`config.mk`:
```
export PLATFORM = sky130hd
export DESIGN_NAME = pc_fetch_ctrl
export DESIGN_NICKNAME = d
export VERILOG_FILES = /design/src/rtl/pc_fetch_ctrl.sv
export SDC_FILE = /design/constraint.sdc
export NUM_CORES = 1
export LEC_CHECK = 0
export CORE_MARGIN = 1
export CORE_UTILIZATION = 48
export CTS_BUF_LIST = sky130_fd_sc_hd__clkbuf_8 sky130_fd_sc_hd__clkbuf_16
export CTS_CLUSTER_DIAMETER = 60
export DETAILED_ROUTE_END_ITERATION = 6
export PLACE_DENSITY = 0.91
export RECOVER_POWER = 50
export SLEW_MARGIN = 0
export SYNTH_ARGS = -nofsm -noshare
export SYNTH_HDL_FRONTEND = slang
export SYNTH_SLANG_ARGS = --single-unit
```
`constraint.sdc`:
```
create_clock -name clk -period 5.3 [get_ports clk]
set_input_delay 0.795 -clock clk [delete_from_list [all_inputs] [get_ports clk]]
set_output_delay 0.795 -clock clk [all_outputs]
set_load 0.005 [all_outputs]
```
`src/rtl/pc_fetch_ctrl.sv`:
```
// pc_fetch_ctrl: sequencing controller for the PC register and the instruction bus.
//
// Runs one outstanding fetch at a time on an SRAM-like bus (req/addr_ok/data_ok).
// Fetched words go to IF/ID under a stall handshake. A one-entry skid buffer holds a
// word that returns while IF/ID is stalled. Redirects (exception over eret) flush the
// PC register and cause any fetch already issued to be discarded when it returns.
//
// Optional build macro: FETCH_ADEL_CHECK_EN. When it is defined, a misaligned PC is not
// fetched. Instead an address-error marker is delivered on if_adel, and the controller
// waits for a redirect.
//
// Ports:
//   clk, rst                   clock, synchronous active-high reset
//   pc                         current PC register output
//   exc_valid, exc_pc          exception redirect request and vector
//   eret_valid, epc            eret redirect request and return address
//   dec_stall                  IF/ID cannot accept a new instruction
//   pc_en, pc_flush, newpc     PC register controls (advance, redirect, target)
//   inst_req, inst_addr        bus request and address
//   inst_addr_ok, inst_data_ok bus address accepted and read data valid
//   inst_rdata                 bus read data
//   if_valid, if_inst, if_pc   instruction to IF/ID and its PC
//   if_adel                    (FETCH_ADEL_CHECK_EN only) address-error marker
module pc_fetch_ctrl #(
  parameter int unsigned      WIDTH    = 32,
  parameter logic [WIDTH-1:0] RESET_PC = 32'hbfc00000
) (
  input  logic             clk,
  input  logic             rst,
  input  logic [WIDTH-1:0] pc,
  input  logic             exc_valid,
  input  logic [WIDTH-1:0] exc_pc,
  input  logic             eret_valid,
  input  logic [WIDTH-1:0] epc,
  input  logic             dec_stall,
  output logic             pc_en,
  output logic             pc_flush,
  output logic [WIDTH-1:0] newpc,
  output logic             inst_req,
  output logic [WIDTH-1:0] inst_addr,
  input  logic             inst_addr_ok,
  input  logic             inst_data_ok,
  input  logic [31:0]      inst_rdata,
  output logic             if_valid,
`ifdef FETCH_ADEL_CHECK_EN
  output logic             if_adel,
`endif
  output logic [31:0]      if_inst,
  output logic [WIDTH-1:0] if_pc
);

  typedef enum logic [1:0] {StIdle, StAddr, StData, StHold} state_e;

  state_e           state;
  logic             discard;
  logic [WIDTH-1:0] addr_q;
  logic [31:0]      skid_inst;
  logic [WIDTH-1:0] skid_pc;
  logic             redir;
  logic             accept;
  logic             misaligned;

  // RESET_PC belongs to the PC register; nothing in this controller depends on it.
  logic [WIDTH-1:0] unused_reset_pc;
  assign unused_reset_pc = RESET_PC;

`ifdef FETCH_ADEL_CHECK_EN
  // Set once the address-error marker for the current PC has been handed to IF/ID.
  logic adel_done;
  assign misaligned = (pc[1:0] != 2'b00);
`else
  assign misaligned = 1'b0;
`endif

  assign redir    = exc_valid | eret_valid;
  assign pc_flush = redir;
  assign newpc    = exc_valid ? exc_pc : (eret_valid ? epc : '0);
  assign accept   = !(if_valid && dec_stall);

  // IDLE presents the live PC; ADDR replays the captured copy until it is accepted.
  assign inst_req  = !rst && ((state == StIdle && !misaligned) || state == StAddr);
  assign inst_addr = (state == StIdle) ? pc : addr_q;

  // Advance the PC only when a fetched word actually moves into the output registers.
  assign pc_en = !rst && !redir && accept &&
                 ((state == StData && inst_data_ok && !discard) || state == StHold);

  always_ff @(posedge clk) begin
    if (rst) begin
      state     <= StIdle;
      discard   <= 1'b0;
      addr_q    <= '0;
      skid_inst <= '0;
      skid_pc   <= '0;
      if_valid  <= 1'b0;
      if_inst   <= '0;
      if_pc     <= '0;
`ifdef FETCH_ADEL_CHECK_EN
      if_adel   <= 1'b0;
      adel_done <= 1'b0;
`endif
    end else begin
      // Consumed or flushed output drops unless a load below refills it.
      if (redir || !dec_stall) begin
        if_valid <= 1'b0;
`ifdef FETCH_ADEL_CHECK_EN
        if_adel  <= 1'b0;
`endif
      end
`ifdef FETCH_ADEL_CHECK_EN
      if (redir) adel_done <= 1'b0;
`endif

      unique case (state)
        StIdle: begin
`ifdef FETCH_ADEL_CHECK_EN
          if (misaligned) begin
            if (!redir && !adel_done && accept) begin
              if_valid  <= 1'b1;
              if_inst   <= '0;
              if_pc     <= pc;
              if_adel   <= 1'b1;
              adel_done <= 1'b1;
            end
          end else
`endif
          begin
            addr_q <= pc;
            if (inst_addr_ok) begin
              state   <= StData;
              // Accepted in the same cycle as a redirect: the reply is already stale.
              discard <= redir;
            end else if (!redir) begin
              state <= StAddr;
            end
          end
        end

        StAddr: begin
          if (redir) discard <= 1'b1;
          if (inst_addr_ok) state <= StData;
        end

        StData: begin
          if (inst_data_ok) begin
            state <= StIdle;
            if (discard || redir) begin
              discard <= 1'b0;
            end else if (accept) begin
              if_valid <= 1'b1;
              if_inst  <= inst_rdata;
              if_pc    <= addr_q;
`ifdef FETCH_ADEL_CHECK_EN
              if_adel  <= 1'b0;
`endif
            end else begin
              skid_inst <= inst_rdata;
              skid_pc   <= addr_q;
              state     <= StHold;
            end
          end else if (redir) begin
            discard <= 1'b1;
          end
        end

        StHold: begin
          if (redir) begin
            skid_inst <= '0;
            skid_pc   <= '0;
            state     <= StIdle;
          end else if (accept) begin
            if_valid <= 1'b1;
            if_inst  <= skid_inst;
            if_pc    <= skid_pc;
`ifdef FETCH_ADEL_CHECK_EN
            if_adel  <= 1'b0;
`endif
            state    <= StIdle;
          end
        end
      endcase
    end
  end

endmodule

```
==> impl_metrics.env, run 1 <==
export IMPL_crit_buf_inv=2
export IMPL_hold_buffers=0
export IMPL_dp_hpwl_um=13100
export IMPL_drt_first_pass_iters=7
export IMPL_r2r_start="state[0]$_SDFFE_PP0P_"
export IMPL_leakagePower_nw=3.70
export IMPL_synth_adder_area_share=0.00859
export IMPL_critPathRequiredTime_ns=4.51
export IMPL_hold_viol=0
export IMPL_holdCritPathClass="register to register"
export IMPL_synth_simple_area_share=0.188
export IMPL_cp_start_kind="register"
export IMPL_holdPathStages=2
export IMPL_fin_nets=1120
export IMPL_violations="design-rule violations, max-capacitance violations, max-slew violations"
export IMPL_pin_count=267
export IMPL_place_ws_ns=1.55
export IMPL_die_x_um=125
export IMPL_cp_num_cells=5
export IMPL_cp_slowest_stage_delay_ns=1.24
export IMPL_tightest_slew_ns=1.62
export IMPL_fin_crit_sh=0.738
export IMPL_die_area_sq_um=15700
export IMPL_irDropWorstVdd_mv=0.225
export IMPL_fmax_ghz=0.256
export IMPL_multi_input_area_sq_um=3630
export IMPL_row_count=44
export IMPL_fin_ws_ns=1.39
export IMPL_seq_area_frac_synth=0.451
export IMPL_netlist_area_sq_um=7280
export IMPL_drive_gt1_frac=0.0634
export IMPL_clockBufferDepth=2
export IMPL_wl_um=20000
export IMPL_synth_cells=765
export IMPL_crit_type="register to primary output"
export IMPL_numPortBuffers=266
export IMPL_h_tree_depth=4
export IMPL_cp_top_family="adder cells"
export IMPL_grt_max_degree=129
export IMPL_reg2regPathDepth=5
export IMPL_endpoint="inst_req"
export IMPL_cp_max_fo=35
export IMPL_slew_headroom=-0.0769
export IMPL_insertion_delay_ns=0.42
export IMPL_synth_edff_count=0
export IMPL_status="finished, violations left"
export IMPL_yosys_cell_count_top_type="dfxtp_1"
export IMPL_cts_tree="yes"
export IMPL_grt_usage=0.256
export IMPL_regToRegSetupSlack_ns=2.16
export IMPL_tns_ns=0
export IMPL_grt_overflow_total=0
export IMPL_cts_buffers=17
export IMPL_antenna_found_initial=0
export IMPL_via_count=6616
export IMPL_cp_cell_sequence="inv_1, ha_1, nor2_1, nor2_1, clkdlybuf4s50_1"
export IMPL_synthMuxAreaShare=0.139
export IMPL_end_kind="primary output"
export IMPL_yosys_area_top_type="dfxtp_1"
export IMPL_syn_avg_cell_area_sq_um=9.52
export IMPL_dieHeight_um=125
export IMPL_clk_pin_slew_ns=0.06
export IMPL_post_route_drc_count=16
export IMPL_gp_congestion=0.814
export IMPL_power_density_nw_per_um2=319
export IMPL_synthTopCellsByArea="dfxtp_1 (45%), mux2i_1 (8.9%), a211oi_1 (6.7%)"
export IMPL_numClockSinks=164
export IMPL_rsz0062_at_grt="false"
export IMPL_initial_utilization=0.497
export IMPL_worst_r2r_endpoint="skid_pc[17]$_SDFFE_PP0P_"
export IMPL_crit_start="state[0]$_SDFFE_PP0P_"
export IMPL_synth_top_family_by_area="simple AND/OR/NAND/NOR gates"
export IMPL_yosys_area_top_type_share=0.451
export IMPL_finClkSkew_ns=0.00592
export IMPL_syn_nets=905
export IMPL_ys_types=32
export IMPL_cts_root_buffer="clkbuf_16"
export IMPL_synth_common_cells="dfxtp_1 (164), a21oi_1 (68), nor2_1 (68)"
export IMPL_slowest_stage="ha_1"
export IMPL_postSynth_asyncResetShare=0
export IMPL_drv_cap=1
export IMPL_finalPower_w=0.00337
export IMPL_setup_violations=0
export IMPL_final_min_clock_period_ns=3.91
export IMPL_wire_per_inst_um=17.0
export IMPL_worstPathArrival_ns=3.12
export IMPL_synth_flop_cell="dfxtp_1"
export IMPL_drtAntennaViolNets=0
export IMPL_synth_compound_area_frac=0.161
export IMPL_post_cts_buffers=0
export IMPL_drv_slew=36
export IMPL_synth_xor_area_frac=0
export IMPL_drtIter0Drc=431
export IMPL_grt_pass1_vias=6269
export IMPL_core_sq_um=14600
export IMPL_area_growth_pct=45.3
export IMPL_fill_cells=1054
export IMPL_ys_warnings_count=0
export IMPL_ff_latch_area_sq_um=3280
export IMPL_ys_ff_latch=164
export IMPL_diodes=0
export IMPL_cts_resized=0
export IMPL_cpMostUsedCell="nor2_1"
export IMPL_grt_first_pass_wirelength_um=32100
export IMPL_via_per_inst=5.62
cells in the final DEF, fill, tap and decap left out, types with 2 or more instances in the layout:
cell type and instances:
clkdlybuf4s50_1 199, dfxtp_1 164, nor2_1 68, a21oi_1 68
dlygate4sd3_1 66, nand3b_1 65, nand3_1 65, mux2i_1 65
a211oi_1 65, nor2b_1 34, a22o_1 32, clkbuf_16 17
mux2_1 16, mux2_2 16, buf_4 9, bufinv_16 5
inv_1 4, ha_1 4, clkbuf_8 3, clkinv_4 2
inv_6 2, inv_8 2
how the worst min path moves through the flow:
stage | from | to | slack [ns]
6_report | skid_pc[24]$_SDFFE_PP0P_ | skid_pc[24]$_SDFFE_PP0P_ | 0.46
5_1_grt | skid_pc[25]$_SDFFE_PP0P_ | skid_pc[25]$_SDFFE_PP0P_ | 0.49
4_1_cts | skid_inst[6]$_SDFFE_PP0P_ | skid_inst[6]$_SDFFE_PP0P_ | 0.47
3_5_place_dp | skid_inst[1]$_SDFFE_PP0P_ | skid_inst[1]$_SDFFE_PP0P_ | 0.46
3_3_place_gp | skid_inst[22]$_SDFFE_PP0P_ | skid_inst[22]$_SDFFE_PP0P_ | 0.45
2_1_floorplan | skid_inst[0]$_SDFFE_PP0P_ | skid_inst[0]$_SDFFE_PP0P_ | 0.45
power by group:
part	switching (W)	internal (W)
clock	0.000514	0.000885
sequential	0.0000436	0.00129
combinational	0.000254	0.000386
total	0.000812	0.00256
routing by layer:
metal	track usage	up-vias	share of wire
met5	0	-	0
met3	0.0620	45	0.064
met2	0.422	236	0.49
li1	-	3214	-
met4	0.118	0	0.033
met1	0.317	3121	0.41
through the flow:
stage	area [sq um]	hold WS [ns]	cells	utilization
after floorplan	7280	0.448	765	-
after global placement	9920	0.453	1145	0.678
after detailed placement	9920	0.458	1145	0.678
after CTS	10600	0.467	1177	0.724
after global routing	10600	0.487	1177	0.723
final	10600	0.464	1177	0.723
state kept, by name, summed over array words and instances, names as in the netlist:
register / cells
addr_q: 32
discard: 1
if_valid: 1
state: 2
if_inst: 32
skid_pc: 32
skid_inst: 32
if_pc: 32
layout make-up:
type	instances	share of cell area
sequential	164	0.310
tap	184	0.0217
inverter	4	0.00142
clock buffer	20	0.0441
multi-input combinational	518	0.343
timing repair buffer	275	0.259
clock inverter	12	0.0203
logic make-up (layout without fill, tap and decap cells):
| group | count (synthesis) | in the layout |
|---|---|---|
| mux | 97 | 97 |
| fa+ha+maj | 5 | 5 |
| simple gates | 243 | 243 |
| compound gates | 173 | 173 |
| flops | 164 | 164 |
| buf+inv | 83 | 311 |
tightest hold or removal path, cell delays in order, from the launching register on:
cell and delay (ns):
dfxtp_1 0.31, nand3_1 0.06, a21oi_1 0.05
Note: power is estimated with default switching activity, not from simulation.
==> inputs of run 2 (changes only) <==
CORE_UTILIZATION = 45   (was 48)
PLACE_DENSITY = 0.87   (was 0.91)
clock period = 3.8 ns   (was 5.3 ns; I/O delays follow)
==> run 2 against run 1 <==
Critical path depth shrank 1. Die area grew 6.6%. Sequential share of layout area grew 0.11 points. Via count shrank 0.97%. Core utilization shrank 5.6 points. The run ends with max-capacitance violations, max-slew violations left. Final area shrank 0.34%.
==> impl_metrics.env, run 2 (synthesis gave the netlist of run 1 again) <==
export IMPL_status="finished, violations left"
export IMPL_violations="max-capacitance violations, max-slew violations"
export IMPL_fin_crit_sh=0.867
export IMPL_h_tree_depth=4
export IMPL_initial_utilization=0.460
export IMPL_critPathRequiredTime_ns=4.00
export IMPL_route_top_layer_used="met4"
export IMPL_antenna_found_initial=0
export IMPL_numPortBuffers=266
export IMPL_tightest_slew_ns=1.80
export IMPL_drt_first_pass_iters=6
export IMPL_drtAntennaViolNets=0
export IMPL_dieHeight_um=129
export IMPL_hold_viol=0
export IMPL_dp_hpwl_um=13300
export IMPL_p_sw_w=0.00108
export IMPL_drive_gt1_frac=0.0755
export IMPL_drtIter0Drc=440
export IMPL_gp_congestion=0.791
export IMPL_end_kind="register"
export IMPL_slew_headroom=-0.200
export IMPL_slowest_stage="clkbuf_2"
export IMPL_cts_buffers=17
export IMPL_worstPathArrival_ns=3.49
export IMPL_internal_power_w=0.00330
export IMPL_power_density_nw_per_um2=415
export IMPL_cp_max_fo=90
export IMPL_leakagePower_nw=3.66
export IMPL_wl_um=20100
export IMPL_fin_util=0.666
export IMPL_setup_violations=0
export IMPL_wirelength_met1_um=8750
export IMPL_diodes=0
export IMPL_fmax_ghz=0.304
export IMPL_area_growth_pct=44.8
export IMPL_numClockSinks=164
export IMPL_combPwrFrac=0.207
export IMPL_cts_root_buffer="clkbuf_16"
export IMPL_drv_cap=1
export IMPL_clock_power_share=0.368
export IMPL_met3WireLength_um=1030
export IMPL_hold_buffers=0
export IMPL_die_area_sq_um=16700
export IMPL_cts_tree="yes"
export IMPL_cp_cell_sequence="buf_4, clkbuf_2, clkbuf_2, a21oi_1"
export IMPL_clockBufferDepth=2
export IMPL_grt_pass1_vias=6074
export IMPL_grt_first_pass_wirelength_um=31000
export IMPL_finClkSkew_ns=0.0118
export IMPL_fin_ws_ns=0.506
export IMPL_core_sq_um=15800
export IMPL_pin_count=267
export IMPL_grt_usage=0.236
export IMPL_holdCritPathClass="primary input to register"
export IMPL_via_count=6552
export IMPL_cp_start_kind="primary input"
export IMPL_tns_ns=0
export IMPL_hold_ws_ns=0.417
export IMPL_cp_slowest_stage_delay_ns=1.47
export IMPL_insertion_delay_ns=0.41
export IMPL_grt_overflow_total=0
export IMPL_layout_commonest_cell="clkdlybuf4s50_1"
export IMPL_irDropWorstVdd_mv=0.326
export IMPL_layout_common_cells="clkdlybuf4s50_1 (200), dfxtp_1 (164), nor2_1 (68), a21oi_1 (68)"
export IMPL_power_switching_share=0.246
export IMPL_clk_pin_slew_ns=0.06
export IMPL_place_ws_ns=0.774
export IMPL_row_count=46
export IMPL_crit_type="primary input to register"
export IMPL_pwr_share_seq=0.424
export IMPL_die_x_um=129
export IMPL_wire_per_inst_um=16.6
export IMPL_post_route_drc_count=0
export IMPL_cts_resized=0
export IMPL_cpMostUsedCell="clkbuf_2"
export IMPL_dr_wl_met2_um=9740
export IMPL_final_min_clock_period_ns=3.29
export IMPL_grt_max_degree=91
export IMPL_drv_slew=91
export IMPL_post_cts_buffers=0
export IMPL_via_per_inst=5.41
export IMPL_rsz0062_at_grt="false"
export IMPL_fin_nets=1123
run 2: cell count changes in the layout (fill, tap and decap cells not counted), sizes merged:
cell,delta
clkbuf,+8
bufinv,-5
inv,-1
clkinv,-2
clkinvlp,+2
buf,-1
dlygate4sd3,-1
clkdlybuf4s50,+1
run 2: layout make-up:
cell class | instances | area [sq um]
clock buffers | 24 | 522
clock inverters | 6 | 43.8
fillers | 1280 | 5280
inverters | 4 | 15.0
multi-input cells | 518 | 3640
flip-flops and latches | 164 | 3280
well taps | 216 | 270
repair buffers | 278 | 2780
run 2: final timing paths:
kind	startpoint	endpoint	slack, ns	cells after the start
worst max-delay path	rst	skid_pc[19]$_SDFFE_PP0P_	0.51	4
worst min-delay path	rst	skid_inst[2]$_SDFFE_PP0P_	0.42	2
worst max register to register	state[0]$_SDFFE_PP0P_	if_pc[12]$_SDFFE_PP0P_	0.79	6
worst min register to register	skid_inst[10]$_SDFFE_PP0P_	skid_inst[10]$_SDFFE_PP0P_	0.46	2
run 2: routing by layer:
layer	global-route usage	vias up
li1	-	3211
met1	0.299	3071
met2	0.391	228
met3	0.0495	42
met4	0.0962	0
met5	0	-
run 2: power by group through the flow:
stage	logic, W	clock network (W)	registers, W
floorplan	0.000438	0	0.00188
global placement	0.000909	0	0.00189
detailed placement	0.000921	0	0.00190
CTS	0.000929	0.00164	0.00186
global route	0.000976	0.00172	0.00187
finish	0.000908	0.00161	0.00186
run 2: worst max-delay path, delay by kind of cell:
family                 cells  cell delay (ns)
AO/OA/AOI/OAI              1             0.17
buffers and inverters      3             2.69
run 2: metrics by stage:
step | area, sq um | power [W] | std cells
after floorplan | 7280 | 0.00232 | 765
after global placement | 10000 | 0.00280 | 1180
after detailed placement | 10000 | 0.00282 | 1180
after CTS | 10600 | 0.00443 | 1210
after global routing | 10500 | 0.00457 | 1210
final | 10500 | 0.00438 | 1210
==> inputs of run 3 (changes only) <==
CORE_UTILIZATION = 44   (was 45)
PLACE_DENSITY = 0.85   (was 0.87)
==> run 3 against run 2 <==
Via count decreased by 1.8%. Register-to-register slack about the same. Clock power increased by 4%. Highest routed layer unchanged. Power increased by 1.1%. Sequential share of layout area about the same. First-iteration DRC count decreased by 30%. Wire length decreased by 0.62%. The flow now finishes without violations. Largest cell class unchanged. Die area increased by 2.2%. Sequential cell count unchanged. Global-route usage decreased by 0.44 points. Combinational power decreased by 1%.
==> impl_metrics.env, run 3 (synthesis gave the netlist of run 1 again) <==
export IMPL_critPathRequiredTime_ns=3.23
export IMPL_fill_cells=1336
export IMPL_layout_common_cells="clkdlybuf4s50_1 (199), dfxtp_1 (164), nor2_1 (68), a21oi_1 (68)"
export IMPL_wl_um=19900
export IMPL_cts_buffers=17
export IMPL_drt_first_pass_iters=4
export IMPL_combPwrFrac=0.203
export IMPL_drtAntennaViolNets=0
export IMPL_via_count=6437
export IMPL_irDropWorstVdd_mv=0.335
export IMPL_cts_resized=0
export IMPL_slowest_stage="nor2b_2"
export IMPL_hold_viol=0
export IMPL_numPortBuffers=266
export IMPL_gp_congestion=0.783
export IMPL_pwr_share_seq=0.419
export IMPL_p_sw_w=0.00112
export IMPL_clk_pin_slew_ns=0.06
export IMPL_reg2regPathDepth=5
export IMPL_initial_utilization=0.455
export IMPL_cts_root_buffer="clkbuf_16"
export IMPL_cp_max_fo=32
export IMPL_slew_headroom=0.0804
export IMPL_holdCritPathClass="register to register"
export IMPL_power_density_nw_per_um2=420
export IMPL_die_x_um=131
export IMPL_leakagePower_nw=3.67
export IMPL_fmax_ghz=0.290
export IMPL_cp_slowest_stage_delay_ns=0.93
export IMPL_power_switching_share=0.252
export IMPL_crit_buf_inv=2
export IMPL_antenna_found_initial=0
export IMPL_drv_slew=0
export IMPL_end_kind="primary output"
export IMPL_drv_cap=0
export IMPL_grt_usage=0.232
export IMPL_placed_cells=1179
export IMPL_fin_nets=1122
export IMPL_status="finished, final reports clean"
export IMPL_dieHeight_um=131
export IMPL_wire_per_inst_um=16.5
export IMPL_design_area_sq_um=10600
export IMPL_setup_violations=0
export IMPL_row_count=46
export IMPL_drtIter0Drc=310
export IMPL_core_sq_um=16000
export IMPL_die_area_sq_um=17100
export IMPL_cp_num_cells=4
export IMPL_dp_hpwl_um=13200
export IMPL_hold_buffers=0
export IMPL_layout_cells_non_filler=1211
export IMPL_grt_max_degree=129
export IMPL_diodes=0
export IMPL_grt_first_pass_wirelength_um=30500
export IMPL_tns_ns=0
export IMPL_grt_overflow_total=0
export IMPL_worstPathArrival_ns=2.88
export IMPL_cp_top_family="buffers and inverters"
export IMPL_clockBufferDepth=2
export IMPL_drive_gt1_frac=0.0683
export IMPL_cp_cell_sequence="dlygate4sd3_1, nor2b_2, a22o_1, clkdlybuf4s50_1"
export IMPL_numClockSinks=164
export IMPL_crit_type="primary input to primary output"
export IMPL_pin_count=267
export IMPL_post_route_drc_count=0
export IMPL_fin_crit_sh=0.907
export IMPL_place_area_sq_um=10000
export IMPL_area_growth_pct=44.9
export IMPL_via_per_inst=5.32
export IMPL_cp_start_kind="primary input"
export IMPL_cts_tree="yes"
export IMPL_internal_power_w=0.00331
export IMPL_holdPathStages=2
export IMPL_insertion_delay_ns=0.42
export IMPL_finClkSkew_ns=0.00792
export IMPL_layout_commonest_cell="clkdlybuf4s50_1"
export IMPL_grt_pass1_vias=5924
export IMPL_tightest_slew_ns=1.38
export IMPL_final_min_clock_period_ns=3.45
export IMPL_rsz0062_at_grt="false"
export IMPL_post_cts_buffers=0
export IMPL_h_tree_depth=4
export IMPL_clock_power_share=0.378
==> run 3: changes by cell type in the layout (fill, tap and decap cells not counted), sizes merged, moves of 2 or more <==
cell      delta
inv          +2
clkbuf       -6
clkinvlp     -2
clkinv       +5
==> run 3: final timing paths <==
check / end / slack, ns / from
max: newpc[23] / 0.35 / exc_valid
min: skid_inst[29]$_SDFFE_PP0P_ / 0.46 / skid_inst[29]$_SDFFE_PP0P_
max reg2reg: skid_pc[5]$_SDFFE_PP0P_ / 0.79 / state[0]$_SDFFE_PP0P_
min reg2reg: skid_inst[29]$_SDFFE_PP0P_ / 0.46 / skid_inst[29]$_SDFFE_PP0P_
==> run 3: through the flow <==
stage	setup WS, ns	hold WS (ns)	total power, W	utilization
after CTS	0.406	0.466	0.00450	0.662
after detailed placement	0.409	0.458	0.00281	0.625
final	0.353	0.464	0.00443	0.660
after floorplan	1.71	0.448	0.00232	-
after global placement	0.461	0.452	0.00280	0.625
after global routing	0.168	0.486	0.00463	0.660
==> run 3: worst reg2reg max path, stage by stage, from the launching register on <==
cell	delay (ns)
dfxtp_1	0.45
ha_4	0.54
nand3_1	1.11
buf_12	0.55
nand3_1	0.13
a21oi_1	0.07
==> run 3: metal layers <==
layer | GRT usage | part of all wire | vias up
li1 | - | - | 3226
met1 | 0.296 | 0.44 | 3011
met2 | 0.374 | 0.49 | 173
met3 | 0.0533 | 0.049 | 27
met4 | 0.0994 | 0.022 | 0
met5 | 0 | 0 | -
==> run 3: power groups by stage <==
stage	Clock, W	Sequential, W	Combinational [W]
2_1_floorplan	0	0.00188	0.000438
4_1_cts	0.00172	0.00186	0.000925
3_5_place_dp	0	0.00190	0.000915
6_report	0.00167	0.00186	0.000898
5_1_grt	0.00180	0.00187	0.000966
3_3_place_gp	0	0.00189	0.000907
==> run 3: area by class of cell <==
class | count | area (sq um) | area share
Multi-Input combinational cell | 518 | 3630 | 0.344
Inverter | 4 | 15.0 | 0.00142
Tap cell | 216 | 270 | 0.0256
Timing Repair Buffer | 277 | 2760 | 0.262
Clock buffer | 20 | 467 | 0.0442
Sequential cell | 164 | 3280 | 0.311
Clock inverter | 12 | 121 | 0.0115
